### config.mk
export PLATFORM = sky130hd
export DESIGN_NAME = clause_eval_flat
export DESIGN_NICKNAME = d
export VERILOG_FILES = /design/src/rtl/clause_eval_if.sv /design/src/rtl/clause_eval.sv /design/src/flat_wrapper.sv
export SDC_FILE = /design/constraint.sdc
export NUM_CORES = 1
export LEC_CHECK = 0
export CAP_MARGIN = 30
export CORE_MARGIN = 2
export CORE_UTILIZATION = 47
export DETAILED_ROUTE_END_ITERATION = 10
export PLACE_DENSITY = 0.71
export SLEW_MARGIN = 5
export SYNTH_ARGS = -nofsm -noshare
export SYNTH_HDL_FRONTEND = slang
export SYNTH_SLANG_ARGS = --single-unit
### constraint.sdc
create_clock -name clk -period 1.76 [get_ports clk]
set_input_delay 0.264 -clock clk [delete_from_list [all_inputs] [get_ports clk]]
set_output_delay 0.264 -clock clk [all_outputs]
set_load 0.005 [all_outputs]
### src/rtl/clause_eval_if.sv
// clause_eval_if
// Groups the clause-scan handshake and verdict signals of clause_eval.
//   master : drives start_i and the literal stream, observes status/verdict
//   slave  : the evaluator; accepts the stream, returns status/verdict
//   start_i, lit_valid_i, lit_i[2:0], lit_last_i  -> evaluator
//   lit_ready_o, busy_o, done_o, sat_o, unit_o, conflict_o,
//   imp_idx_o[IDX_W-1:0], freelitcnt_o[1:0]       <- evaluator
interface clause_eval_if #(
    parameter int IDX_W = 3
);
    logic             start_i;
    logic             lit_valid_i;
    logic [2:0]       lit_i;
    logic             lit_last_i;
    logic             lit_ready_o;
    logic             busy_o;
    logic             done_o;
    logic             sat_o;
    logic             unit_o;
    logic             conflict_o;
    logic [IDX_W-1:0] imp_idx_o;
    logic [1:0]       freelitcnt_o;

    modport master (
        output start_i, lit_valid_i, lit_i, lit_last_i,
        input  lit_ready_o, busy_o, done_o, sat_o, unit_o, conflict_o,
               imp_idx_o, freelitcnt_o
    );

    modport slave (
        input  start_i, lit_valid_i, lit_i, lit_last_i,
        output lit_ready_o, busy_o, done_o, sat_o, unit_o, conflict_o,
               imp_idx_o, freelitcnt_o
    );
endinterface

### src/rtl/clause_eval.sv
// clause_eval
// Scans one clause's literal states serially (one literal per beat), keeps
// the free-literal count, and at end of clause registers a verdict:
// satisfied, unit (with the literal index to imply) or conflict.
// Ports:
//   clk  - clock, rising edge
//   rst  - asynchronous active-low reset
//   bus  - clause_eval_if.slave: start/literal stream in, status/verdict out
//
// state  | meaning
// IDLE   | waiting for start_i; last verdict held on the outputs
// SCAN   | accepting literal beats, accumulating sat/conflict/free info
// REPORT | verdict valid for the first cycle, done_o pulsed
module clause_eval #(
    parameter int NUM_LITS = 8,
    parameter int IDX_W    = 3
) (
    input  logic         clk,
    input  logic         rst,
    clause_eval_if.slave bus
);

    typedef enum logic [1:0] {IDLE, SCAN, REPORT} state_t;

    localparam logic [1:0]       V_FREE   = 2'd0;
    localparam logic [1:0]       V_TRUE   = 2'd2;
    localparam logic [1:0]       V_CONFL  = 2'd3;
    localparam logic [IDX_W-1:0] LAST_IDX = IDX_W'(NUM_LITS - 1);

    state_t           state_q;
    logic [IDX_W-1:0] idx_q;
    logic [1:0]       freecnt_q;
    logic             sat_seen_q;
    logic             confl_seen_q;
    logic [IDX_W-1:0] free_idx_q;

    logic             lit_ready_q;
    logic             busy_q;
    logic             done_q;
    logic             sat_q;
    logic             unit_q;
    logic             conflict_q;
    logic [IDX_W-1:0] imp_idx_q;
    logic [1:0]       freelitcnt_q;

    logic             beat;
    logic             scan_end;
    logic [1:0]       value;
    logic             sat_seen_d;
    logic             confl_seen_d;
    logic [1:0]       freecnt_d;
    logic [IDX_W-1:0] free_idx_d;
    logic             sat_d;
    logic             unit_d;
    logic             conflict_d;

    // The implied flag is not part of the evaluation.
    logic unused_implied;
    assign unused_implied = bus.lit_i[0];

    // Accumulators including the current beat, so the verdict can be
    // registered on the same edge that accepts the final literal.
    always_comb begin
        value        = bus.lit_i[2:1];
        // lit_ready_q is only set in SCAN; a beat alongside start_i is dropped
        beat         = bus.lit_valid_i && lit_ready_q && !bus.start_i;
        scan_end     = beat && (bus.lit_last_i || (idx_q == LAST_IDX));
        sat_seen_d   = sat_seen_q || (beat && (value == V_TRUE));
        confl_seen_d = confl_seen_q || (beat && (value == V_CONFL));
        freecnt_d    = freecnt_q;
        free_idx_d   = free_idx_q;
        if (beat && (value == V_FREE)) begin
            if (freecnt_q == 2'd0) begin
                freecnt_d  = 2'd1;
                free_idx_d = idx_q;
            end else begin
                // saturates at 3: "two or more"
                freecnt_d  = 2'd3;
            end
        end
        sat_d      = sat_seen_d;
        conflict_d = !sat_seen_d && (confl_seen_d || (freecnt_d == 2'd0));
        unit_d     = !sat_seen_d && !confl_seen_d && (freecnt_d == 2'd1);
    end

    always_ff @(posedge clk or negedge rst) begin
        if (!rst) begin
            state_q      <= IDLE;
            idx_q        <= '0;
            freecnt_q    <= 2'd0;
            sat_seen_q   <= 1'b0;
            confl_seen_q <= 1'b0;
            free_idx_q   <= '0;
            lit_ready_q  <= 1'b0;
            busy_q       <= 1'b0;
            done_q       <= 1'b0;
            sat_q        <= 1'b0;
            unit_q       <= 1'b0;
            conflict_q   <= 1'b0;
            imp_idx_q    <= '0;
            freelitcnt_q <= 2'd0;
        end else begin
            case (state_q)
                IDLE: begin
                    if (bus.start_i) begin
                        state_q      <= SCAN;
                        idx_q        <= '0;
                        freecnt_q    <= 2'd0;
                        sat_seen_q   <= 1'b0;
                        confl_seen_q <= 1'b0;
                        free_idx_q   <= '0;
                        lit_ready_q  <= 1'b1;
                        busy_q       <= 1'b1;
                        sat_q        <= 1'b0;
                        unit_q       <= 1'b0;
                        conflict_q   <= 1'b0;
                        imp_idx_q    <= '0;
                        freelitcnt_q <= 2'd0;
                    end
                end
                SCAN: begin
                    if (bus.start_i) begin
                        // abort: verdict outputs are already clear in SCAN
                        idx_q        <= '0;
                        freecnt_q    <= 2'd0;
                        sat_seen_q   <= 1'b0;
                        confl_seen_q <= 1'b0;
                        free_idx_q   <= '0;
                    end else if (beat) begin
                        sat_seen_q   <= sat_seen_d;
                        confl_seen_q <= confl_seen_d;
                        freecnt_q    <= freecnt_d;
                        free_idx_q   <= free_idx_d;
                        if (scan_end) begin
                            // idx stays put so it never passes NUM_LITS-1
                            state_q      <= REPORT;
                            lit_ready_q  <= 1'b0;
                            done_q       <= 1'b1;
                            sat_q        <= sat_d;
                            unit_q       <= unit_d;
                            conflict_q   <= conflict_d;
                            imp_idx_q    <= unit_d ? free_idx_d : '0;
                            freelitcnt_q <= freecnt_d;
                        end else begin
                            idx_q <= idx_q + IDX_W'(1);
                        end
                    end
                end
                REPORT: begin
                    state_q <= IDLE;
                    done_q  <= 1'b0;
                    busy_q  <= 1'b0;
                end
                default: begin
                    state_q     <= IDLE;
                    lit_ready_q <= 1'b0;
                    busy_q      <= 1'b0;
                    done_q      <= 1'b0;
                end
            endcase
        end
    end

    assign bus.lit_ready_o  = lit_ready_q;
    assign bus.busy_o       = busy_q;
    assign bus.done_o       = done_q;
    assign bus.sat_o        = sat_q;
    assign bus.unit_o       = unit_q;
    assign bus.conflict_o   = conflict_q;
    assign bus.imp_idx_o    = imp_idx_q;
    assign bus.freelitcnt_o = freelitcnt_q;

endmodule
### src/flat_wrapper.sv
// flat-port wrapper written by rule: the top's interface ports become plain ports
module clause_eval_flat 
#(
    parameter int NUM_LITS = 8,
    parameter int IDX_W    = 3
)
  (clk, rst, bus_start_i, bus_lit_valid_i, bus_lit_i, bus_lit_last_i, bus_lit_ready_o, bus_busy_o, bus_done_o, bus_sat_o, bus_unit_o, bus_conflict_o, bus_imp_idx_o, bus_freelitcnt_o);
  clause_eval_if #(.IDX_W(IDX_W)) bus_i ();
  input  logic clk;
  input  logic rst;
  input wire logic [$bits(bus_i.start_i)-1:0] bus_start_i;
  input wire logic [$bits(bus_i.lit_valid_i)-1:0] bus_lit_valid_i;
  input wire logic [$bits(bus_i.lit_i)-1:0] bus_lit_i;
  input wire logic [$bits(bus_i.lit_last_i)-1:0] bus_lit_last_i;
  output wire logic [$bits(bus_i.lit_ready_o)-1:0] bus_lit_ready_o;
  output wire logic [$bits(bus_i.busy_o)-1:0] bus_busy_o;
  output wire logic [$bits(bus_i.done_o)-1:0] bus_done_o;
  output wire logic [$bits(bus_i.sat_o)-1:0] bus_sat_o;
  output wire logic [$bits(bus_i.unit_o)-1:0] bus_unit_o;
  output wire logic [$bits(bus_i.conflict_o)-1:0] bus_conflict_o;
  output wire logic [$bits(bus_i.imp_idx_o)-1:0] bus_imp_idx_o;
  output wire logic [$bits(bus_i.freelitcnt_o)-1:0] bus_freelitcnt_o;
  assign bus_i.start_i = bus_start_i;
  assign bus_i.lit_valid_i = bus_lit_valid_i;
  assign bus_i.lit_i = bus_lit_i;
  assign bus_i.lit_last_i = bus_lit_last_i;
  assign bus_lit_ready_o = bus_i.lit_ready_o;
  assign bus_busy_o = bus_i.busy_o;
  assign bus_done_o = bus_i.done_o;
  assign bus_sat_o = bus_i.sat_o;
  assign bus_unit_o = bus_i.unit_o;
  assign bus_conflict_o = bus_i.conflict_o;
  assign bus_imp_idx_o = bus_i.imp_idx_o;
  assign bus_freelitcnt_o = bus_i.freelitcnt_o;
  clause_eval #(.NUM_LITS(NUM_LITS), .IDX_W(IDX_W)) u_core (.clk(clk), .rst(rst), .bus(bus_i));
endmodule
# Yosys cells after proc, flatten, opt, wreduce, memory -nomap -nowiden

Cells that the tools add are included.

$add $sub $neg: 1
$mul: 0
Div/mod/pow operators: 0
Order comparisons: 0
Eq/ne operators: 12
Shift-type cells: 0
Mux-type cells: 59
Bitwise operators: 3
Reductions and logical operators: 28

Operators with widths:

| kind                | count |
|---|---|
| $mux 3              | 12 |
| $mux 2              | 12 |
| $mux 1              | 21 |
| $pmux 3 s2          | 3 |
| $pmux 1 s2          | 7 |
| $pmux 2 s2          | 3 |
| $reduce_and 4->1    | 3 |
| $reduce_and 5->1    | 2 |
| $logic_and 1x1->1   | 9 |
| $logic_not 2->1     | 4 |
| $eq 2x2->1 const B  | 3 |
| $eq 2x1->1 const B  | 2 |
| $logic_or 1x1->1    | 4 |
| $ne 2x1->1 const B  | 2 |
| $ne 2x2->1 const B  | 2 |
| $add 3x1->3 const B | 1 |
| $eq 3x3->1 const B  | 1 |
| $logic_not 1->1     | 3 |
| $ne 3x2->1 const B  | 1 |
| $ne 3x3->1 const B  | 1 |
| $not 1->1           | 3 |
| $pmux 1 s3          | 1 |
| $reduce_and 3->1    | 1 |
| $reduce_and 2->1    | 1 |
| $reduce_bool 2->1   | 1 |

Bits in registers: 23
Latch bits: 0
Memory bits (writable): 0
Bits in read-only memories: 0
Output and inout bits: 11
Memories kept: 0

# Logic depth before layout (Yosys ltp)

Gate-level depths: netlist of run 1.

Depth in word-level cells: 12
Gate-level depth with buffers: 7
Depth with buffers taken out: 6

# Worst setup path before layout of run 1

OpenSTA, ideal clock, no wires.

Kind: register to register
From: register u_core.idx_q[0]
To: register u_core.idx_q[0]
Setup time: 0.125 ns
Arrival: 1.674 ns
Required time: 1.635 ns
Slack: -0.039 ns
Stages on the path, launching flop included: 7
Clock period less this slack: 1.799 ns
Cell sequence: dfrtp_1 > ha_1 > ha_1 > o21ai_4 > inv_8 > nor3_4 > mux2_4

Longest elaborated chain between the ends: 5
Elaborated cells on any way between the ends: 10
Classes of those cells: 1 x add/sub; 2 x eq/ne; 4 x mux; 3 x reduce/logical

RTL lines:

| what                                           | RTL line                              | text |
|---|---|---|
| from (decl)                                    | clause_eval.sv:31                     | `logic [IDX_W-1:0] idx_q;` |
| from (signal assigned)                         | clause_eval.sv:145                    | `idx_q <= idx_q + IDX_W'(1);` |
| $add 3x1->3 or $eq 3x3->1 (tied branches)      | clause_eval.sv:145, clause_eval.sv:67 |  |
| $mux 3 or $logic_or 1x1->1 (tied branches)     | clause_eval.sv:134, clause_eval.sv:67 |  |
| $mux 3 or $logic_and 1x1->1 (tied branches)    | clause_eval.sv:129, clause_eval.sv:67 |  |
| $mux 3 or $ne 3x3->1 (tied branches)           | -                                     |  |
| $pmux 3 s2 or $reduce_and 4->1 (tied branches) | -                                     |  |

Parallel ways exist; a longest one is shown, timed or not. The select of a mux whose other input is x is not followed.
A chain may end at the register's enable or synchronous reset.

# Worst setup path in the final report of run 1

Ends and elaborated chain as after synthesis.

==> parameters.txt, run 1 <==
Parameter                              Value

Floorplanning
  Initial Util    0.4846
  Die Ht    approximately 54 µm
  Area enclosed by the die boundary    between 2000 and 3000 µm²
  Die Wd    approximately 54 µm
  I/O pins    19
  Placeable core region    ~2400 µm²
  Row count    18

Power
  Maximum ir drop on the vdd rail    554.6 µV
  Internal Power    1002 µW
  Total power divided by cell area    between 900 and 1000 nW/µm²
  Share of total power in sequential cells    0.467
  Combinational power share    0.360
  Switch Pwr    478.3 µW
  Leakage component of the power    between 0.0006 and 0.0007 µW
  Switching part of the total    0.3231
  Total chip power    about 1500 µW
  Power share of the clock group    0.173

Detailed routing
  Sum of routed wire length over all layers    around 2300 µm
  DR iter-0 viols    10
  First drt pass iteration count    4
  Detailed-route via count    about 880
  Final antenna-violating net count    0
  Average vias per placed instance    ~5.3
  Final routed DRC violation total    0
  Average detailed-routed wire length per instance    14.07 µm

Job
  Max-Cap Viols    0

Logic synthesis
  Predominant post-synthesis flop cell    dfrtp_1
  Syn Area/Cell    roughly 12 µm²
  Netlist area before placement    around 1200 µm²
  Post-synth EDFFs    0
  Yosys warning total    0
  Synth Instances    100
  Share of synthesized registers carrying an async set or reset    1.000
  Post-synthesis register bit count    23
  Sequential element share of the synthesized area    0.4883
  Syn Nets    110
  Netlist cell types    40

Setup path
  Endpoint required time on the critical path    ~2 ns
  CP Class    register to register
  Startpoint types    register
  Critical Path Sink Type    register
  Worst Path Max Fanout    5
  Arrival @ worst endpoint    1.89 ns

Cells and area
  Final-stage net count    roughly 150
  Leading cell type in the layout, fill and taps excluded    dfrtp_1
  Signed area change from the synthesized netlist to the final layout    30.04%
  Diodes inserted    0
  Most used cells in the layout excluding fill and tap cells    23 x dfrtp_1, 18 x buf_4, 17 x clkdlybuf4s50_1
  Ratio of cells with drive above 1 in the final layout    0.2774

Status
  Outcome    finished, final reports clean

Clocking
  Depth of the CTS H-tree    1
  Post-CTS Resized    0
  Max Buffers Root-to-Sink    2
  Number of CTS-inserted buffers    3
  Setup fix buffers added after clock tree synthesis    0
  CTS tree    yes
  Post-cts hold buffer count    0
  Cell chosen for the clock root    clkbuf_4
  Clock latency of the later-clocked register in the worst-skew pair    slightly above 0.3 ns
  Sinks on Clock Net    23
  Register clock-pin slew on the reported worst setup and hold paths    0.14 ns

Worst hold path
  Min-delay worst type    input pin to asynchronous set/reset pin

Global route
  Number of antenna violations at the first check in global routing    0
  GRT Resource Usage Total    0.1937
  Global routing usage on met3    0.02500
  Gr ovfl total    0
  Pin count of the biggest net entering global routing    24
  First-pass GRT wire length    between 4000 and 5000 µm
  Met2 demand-to-capacity share in global routing    0.3069
  Global Route met1 Usage    0.2742
  Most utilized layer in the global route result    met2
  Number of global-route vias before repair    876

STA
  Final hold violation count    0
  Fmax    between 500 and 600 MHz
  Clock tree skew after final layout    0.005024 ns
  Unrepaired setup endpoints after global routing    yes
  Time the final worst path needs with I/O delays and setup    1.670 ns
  Final Max Tran Viols    0
  Actual transition at the worst max-transition pin    between 0.2 and 0.3 ns
  Share of the clock period used by the worst path after layout    0.9487
  Worst setup slack after layout    0.09037 ns
  Setup-failing EPs final    0
  Worst max-slew margin expressed relative to the limit    0.8098

Placement
  Pre-CTS worst setup slack    -0.04298 ns
  Placer Congestion    approximately 0.83
  Number of buffer cells added on primary ports    17
  Placed wire-length estimate after detailed placement    between 1500 and 2000 µm
[cell usage after synthesis (2+ instances only)]
cell type	number	share of area
nor2_1	10	0.032
a22o_1	3	0.022
dfrtp_1	23	0.49
o2bb2ai_1	5	0.037
a31oi_1	2	0.011
nor3_1	2	0.0085
mux2i_1	5	0.042
inv_1	7	0.022
o21ai_0	5	0.021
nand2_1	3	0.0096
ha_1	2	0.021
nor3_2	2	0.017
a21oi_1	4	0.017
[path summary, 6_finish.rpt]
kind	startpoint	to	slack, ns	cells after the start
min in group clk	u_core.bus.unit_o$_DFFE_PN0P_	u_core.bus.unit_o$_DFFE_PN0P_	0.50	1
max	u_core.idx_q[0]$_DFFE_PN0P_	u_core.idx_q[0]$_DFFE_PN0P_	0.09	6
min reg2reg	u_core.bus.unit_o$_DFFE_PN0P_	u_core.bus.unit_o$_DFFE_PN0P_	0.50	1
max reg2reg	u_core.idx_q[0]$_DFFE_PN0P_	u_core.idx_q[0]$_DFFE_PN0P_	0.09	6
max in group asynchronous	rst	u_core.bus.conflict_o$_DFFE_PN0P_	1.25	2
min	rst	u_core.bus.done_o$_DFFE_PN0P_	0.28	2
[state kept, by name, summed over array words and instances, names as in the netlist, 2 cells and up]
register	count
u_core.bus.freelitcnt_o	2
u_core.state_q	2
u_core.freecnt_q	2
u_core.free_idx_q	3
u_core.bus.imp_idx_o	3
u_core.idx_q	3
[area by class of cell]
class	instances	area, µm²
clock buffers	3	22.52
clock inverters	1	5.005
fillers	204	899.6
inverters	8	37.54
multi-input cells	67	549.3
flip-flops and latches	23	575.6
well taps	30	37.54
repair buffers	35	305.3
[logic make-up after synthesis]
logic type	count (synthesis)	share of synthesized area
multiplexers	6	0.05520
AO/OA/AOI/OAI	28	0.1922
AND/OR/NAND/NOR	30	0.1879
adder cells (fa/ha/maj)	2	0.02123
buffers and inverters	10	0.04778
XOR/XNOR	1	0.007432
flip-flops	23	0.4883
[critical path, cell delays in order (launching register included)]
cell	delay, ns
dfrtp_1	0.42
ha_1	0.20
ha_2	0.21
o21ai_4	0.22
inv_8	0.06
nor3_4	0.14
mux2_4	0.32
[metal layers]
metal / vias to the layer above / wire length [µm]
met4: 0 / 13
met1: 422 / 1162
li1: 436 / -
met3: 2 / 79
met5: - / 0
met2: 21 / 1093
[power by group through the flow]
| stage | sequential, µW | clock [µW] | combinational [µW] |
|---|---|---|---|
| final | 691 | 257 | 533 |
| after CTS | 694 | 260 | 539 |
| after global routing | 707 | 283 | 588 |
| after floorplan | 703 | 0 | 260 |
| after detailed placement | 701 | 0 | 538 |
| after global placement | 697 | 0 | 524 |
[metrics by stage]
stage	std cells	hold WS [ns]	TNS, ns	utilization	instance area, µm²
6_report	167	0.2823	0	0.6301	1533
5_1_grt	167	0.3102	-0.001276	0.6301	1533
2_1_floorplan	100	-0.03159	0	-	1181
3_3_place_gp	163	0.4640	-0.05299	0.6188	1505
3_5_place_dp	163	0.4677	-0.1598	0.6188	1505
4_1_cts	167	0.2953	0	0.6301	1533
No activity file was read; power rests on OpenSTA's default activity.
==> run 2, diff against run 1 <==
- GPL_TIMING_DRIVEN: not set -> 0
==> run 2 against run 1 <==
Clock power shrank 4%. Cell area shrank 3.3%. Core utilization shrank 2.1 points. Flip-flop and latch count is the same. Register-to-register slack lost 0.02 ns. Hold slack lost 0.074 ns. Critical path depth is the same. Power shrank 1.4%. Clock skew shrank 0.0036 ns. Fmax shrank 0.90%. First-iteration DRC count grew to 3.0 times the previous value. Die area is the same.
==> parameters.txt, run 2 (same netlist as run 1, synthesis figures left out) <==
Parameter                              Value

Clocking
  Sinks on Clock Net    23 (unchanged)
  Clock latency of the later-clocked register in the worst-skew pair    0.31 ns (about the same)
  Cell chosen for the clock root    clkbuf_4
  CTS tree    yes
  Post-cts hold buffer count    0 (unchanged)
  Register clock-pin slew on the reported worst setup and hold paths    0.13 ns (about the same)
  Depth of the CTS H-tree    1 (unchanged)
  Max Buffers Root-to-Sink    2 (unchanged)
  Number of CTS-inserted buffers    3 (unchanged)

Detailed routing
  DR iter-0 viols    30 (+20)
  Sum of routed wire length over all layers    2397 µm (+2.0%)
  Final routed DRC violation total    0 (unchanged)
  Detailed-route via count    878 (-0.34%)
  First drt pass iteration count    4 (unchanged)
  Final antenna-violating net count    0 (unchanged)
  Average vias per placed instance    5.592 (+6.0%)
  Average detailed-routed wire length per instance    15.27 µm (+8.5%)

STA
  Worst setup slack after layout    0.07526 ns (-0.01512 ns)
  Fmax    593.6 MHz (-0.90%)
  Setup-failing EPs final    0 (unchanged)
  Min Hold Slack    0.2079 ns (-0.07434 ns)
  Worst max-slew margin expressed relative to the limit    0.6513 (-0.1585)
  Final hold violation count    0 (unchanged)
  Actual transition at the worst max-transition pin    0.5214 ns (+0.2361 ns)
  Share of the clock period used by the worst path after layout    0.9572 (+0.008590)
  Time the final worst path needs with I/O delays and setup    1.685 ns (+0.01512 ns)
  Unrepaired setup endpoints after global routing    no
  Final Max Tran Viols    0 (unchanged)
  Clock tree skew after final layout    0.001404 ns (-0.003620 ns)

Floorplanning
  Area enclosed by the die boundary    2924 µm² (unchanged)
  Initial Util    0.4846 (unchanged)
  I/O pins    19 (unchanged)
  Die Wd    54.08 µm (unchanged)
  Die Ht    54.08 µm (unchanged)
  Placeable core region    2432 µm² (unchanged)
  Row count    18 (unchanged)

Cells and area
  Most used cells in the layout excluding fill and tap cells    23 x dfrtp_1, 16 x clkdlybuf4s50_1, 10 x nor2_1
  Diodes inserted    0 (unchanged)
  Non-Filler Instances    157 (-6.0%)
  Leading cell type in the layout, fill and taps excluded    dfrtp_1
  Final-stage net count    138 (-6.8%)
  Signed area change from the synthesized netlist to the final layout    25.80%
  Ratio of cells with drive above 1 in the final layout    0.2362 (-0.04115)

Global route
  GRT Resource Usage Total    0.1875 (-0.006217)
  Pin count of the biggest net entering global routing    14 (-42%)
  Number of global-route vias before repair    826 (-5.7%)
  Gr ovfl total    0 (unchanged)
  Number of antenna violations at the first check in global routing    0 (unchanged)
  First-pass GRT wire length    3829 µm (-4.5%)

Job
  Max-Cap Viols    0 (unchanged)

Setup path
  Largest delay share family, worst path    flip-flops
  WP buf/inv    1 (unchanged)
  Endpoint required time on the critical path    1.97 ns (about the same)
  Critical path cell sequence    ha_2 -> ha_4 -> o21ai_4 -> inv_8 -> nor3_4 -> mux2_4
  Maximum cell stage delay along the critical path    0.42 ns (about the same)
  Worst Path Max Fanout    4 (-1)
  CP Class    register to register
  Arrival @ worst endpoint    1.90 ns (about the same)
  Startpoint types    register
  Critical Path Sink Type    register
  Cell with the largest stage delay on the worst path    dfrtp_1

Placement
  Placed wire-length estimate after detailed placement    1706 µm (-4.1%)
  Pre-CTS worst setup slack    -0.2144 ns (-0.1715 ns)
  Number of buffer cells added on primary ports    16 (-1)
  Number of placed cells counting well taps    147 (-9.8%)
  Placer Congestion    0.7780 (-5.8%)

Worst hold path
  Min-delay worst type    input pin to register

Power
  Total power divided by cell area    984.3 nW/µm² (+1.9%)
  Total chip power    1459 µW (-1.4%)
  Maximum ir drop on the vdd rail    557.1 µV (+0.46%)
  Leakage component of the power    0.0006481 µW (-6.2%)

Status
  Outcome    finished, final reports clean
-- run 2: cell type report --
| class | instances | area, µm² |
|---|---|---|
| tap | 30 | 37.54 |
| buffer | 2 | 18.77 |
| fill | 201 | 949.7 |
| sequential | 23 | 575.6 |
| clock buffer | 3 | 22.52 |
| timing repair buffer | 23 | 224.0 |
| clock inverter | 1 | 5.005 |
| multi-input combinational | 67 | 561.8 |
| inverter | 8 | 37.54 |
-- run 2: tightest hold or removal path: stages --
cell     delay, ns
buf_6         0.10
a21oi_1       0.04
nor2_1        0.08
-- run 2: final timing paths --
kind / end / start / cells past startpoint / slack [ns]
max in group asynchronous: u_core.free_idx_q[2]$_DFFE_PN0P_ / rst / 2 / 1.01
min: u_core.state_q[0]$_DFFE_PN0P_ / bus_start_i / 3 / 0.21
max: u_core.idx_q[0]$_DFFE_PN0P_ / u_core.idx_q[1]$_DFFE_PN0P_ / 6 / 0.08
min reg2reg: u_core.bus.unit_o$_DFFE_PN0P_ / u_core.bus.unit_o$_DFFE_PN0P_ / 1 / 0.51
min in group asynchronous: u_core.bus.done_o$_DFFE_PN0P_ / rst / 1 / 0.28
max reg2reg: u_core.idx_q[0]$_DFFE_PN0P_ / u_core.idx_q[1]$_DFFE_PN0P_ / 6 / 0.08
-- run 2: what timing repair did --
| action | CTS | global route |
|---|---|---|
| pin swaps | 2 | 3 |
| setup endpoints to repair | 3 | 3 |
| gates resized for setup | 0 | 3 |
| buffers inserted | 3 | 3 |
-- run 2: where the power goes --
group          leakage, µW  internal [µW]  switching [µW]
clock network    0.0000177           84.9             162
logic             0.000325            284             233
registers         0.000306            616            78.8
-- run 2: metal layers --
metal | global-route usage | part of all wire | vias up
li1 | - | - | 415
met5 | 0 | 0 | -
met2 | 0.2785 | 0.47 | 36
met3 | 0.02778 | 0.063 | 4
met4 | 0.09583 | 0.013 | 0
met1 | 0.2646 | 0.45 | 423
-- run 2: per-stage QoR --
step | cell area (µm²) | TNS [ns] | utilization
floorplan | 1181 | 0 | -
global placement | 1379 | -1.160 | 0.5669
detailed placement | 1394 | -1.395 | 0.5730
CTS | 1444 | 0 | 0.5936
global route | 1483 | 0 | 0.6096
finish | 1483 | 0 | 0.6096
==> run 3, diff against run 2 <==
- CTS_CLUSTER_DIAMETER: not set -> 100
==> results of run 3 <==
The final DEF is identical to that of run 2; final timing and power are the same.
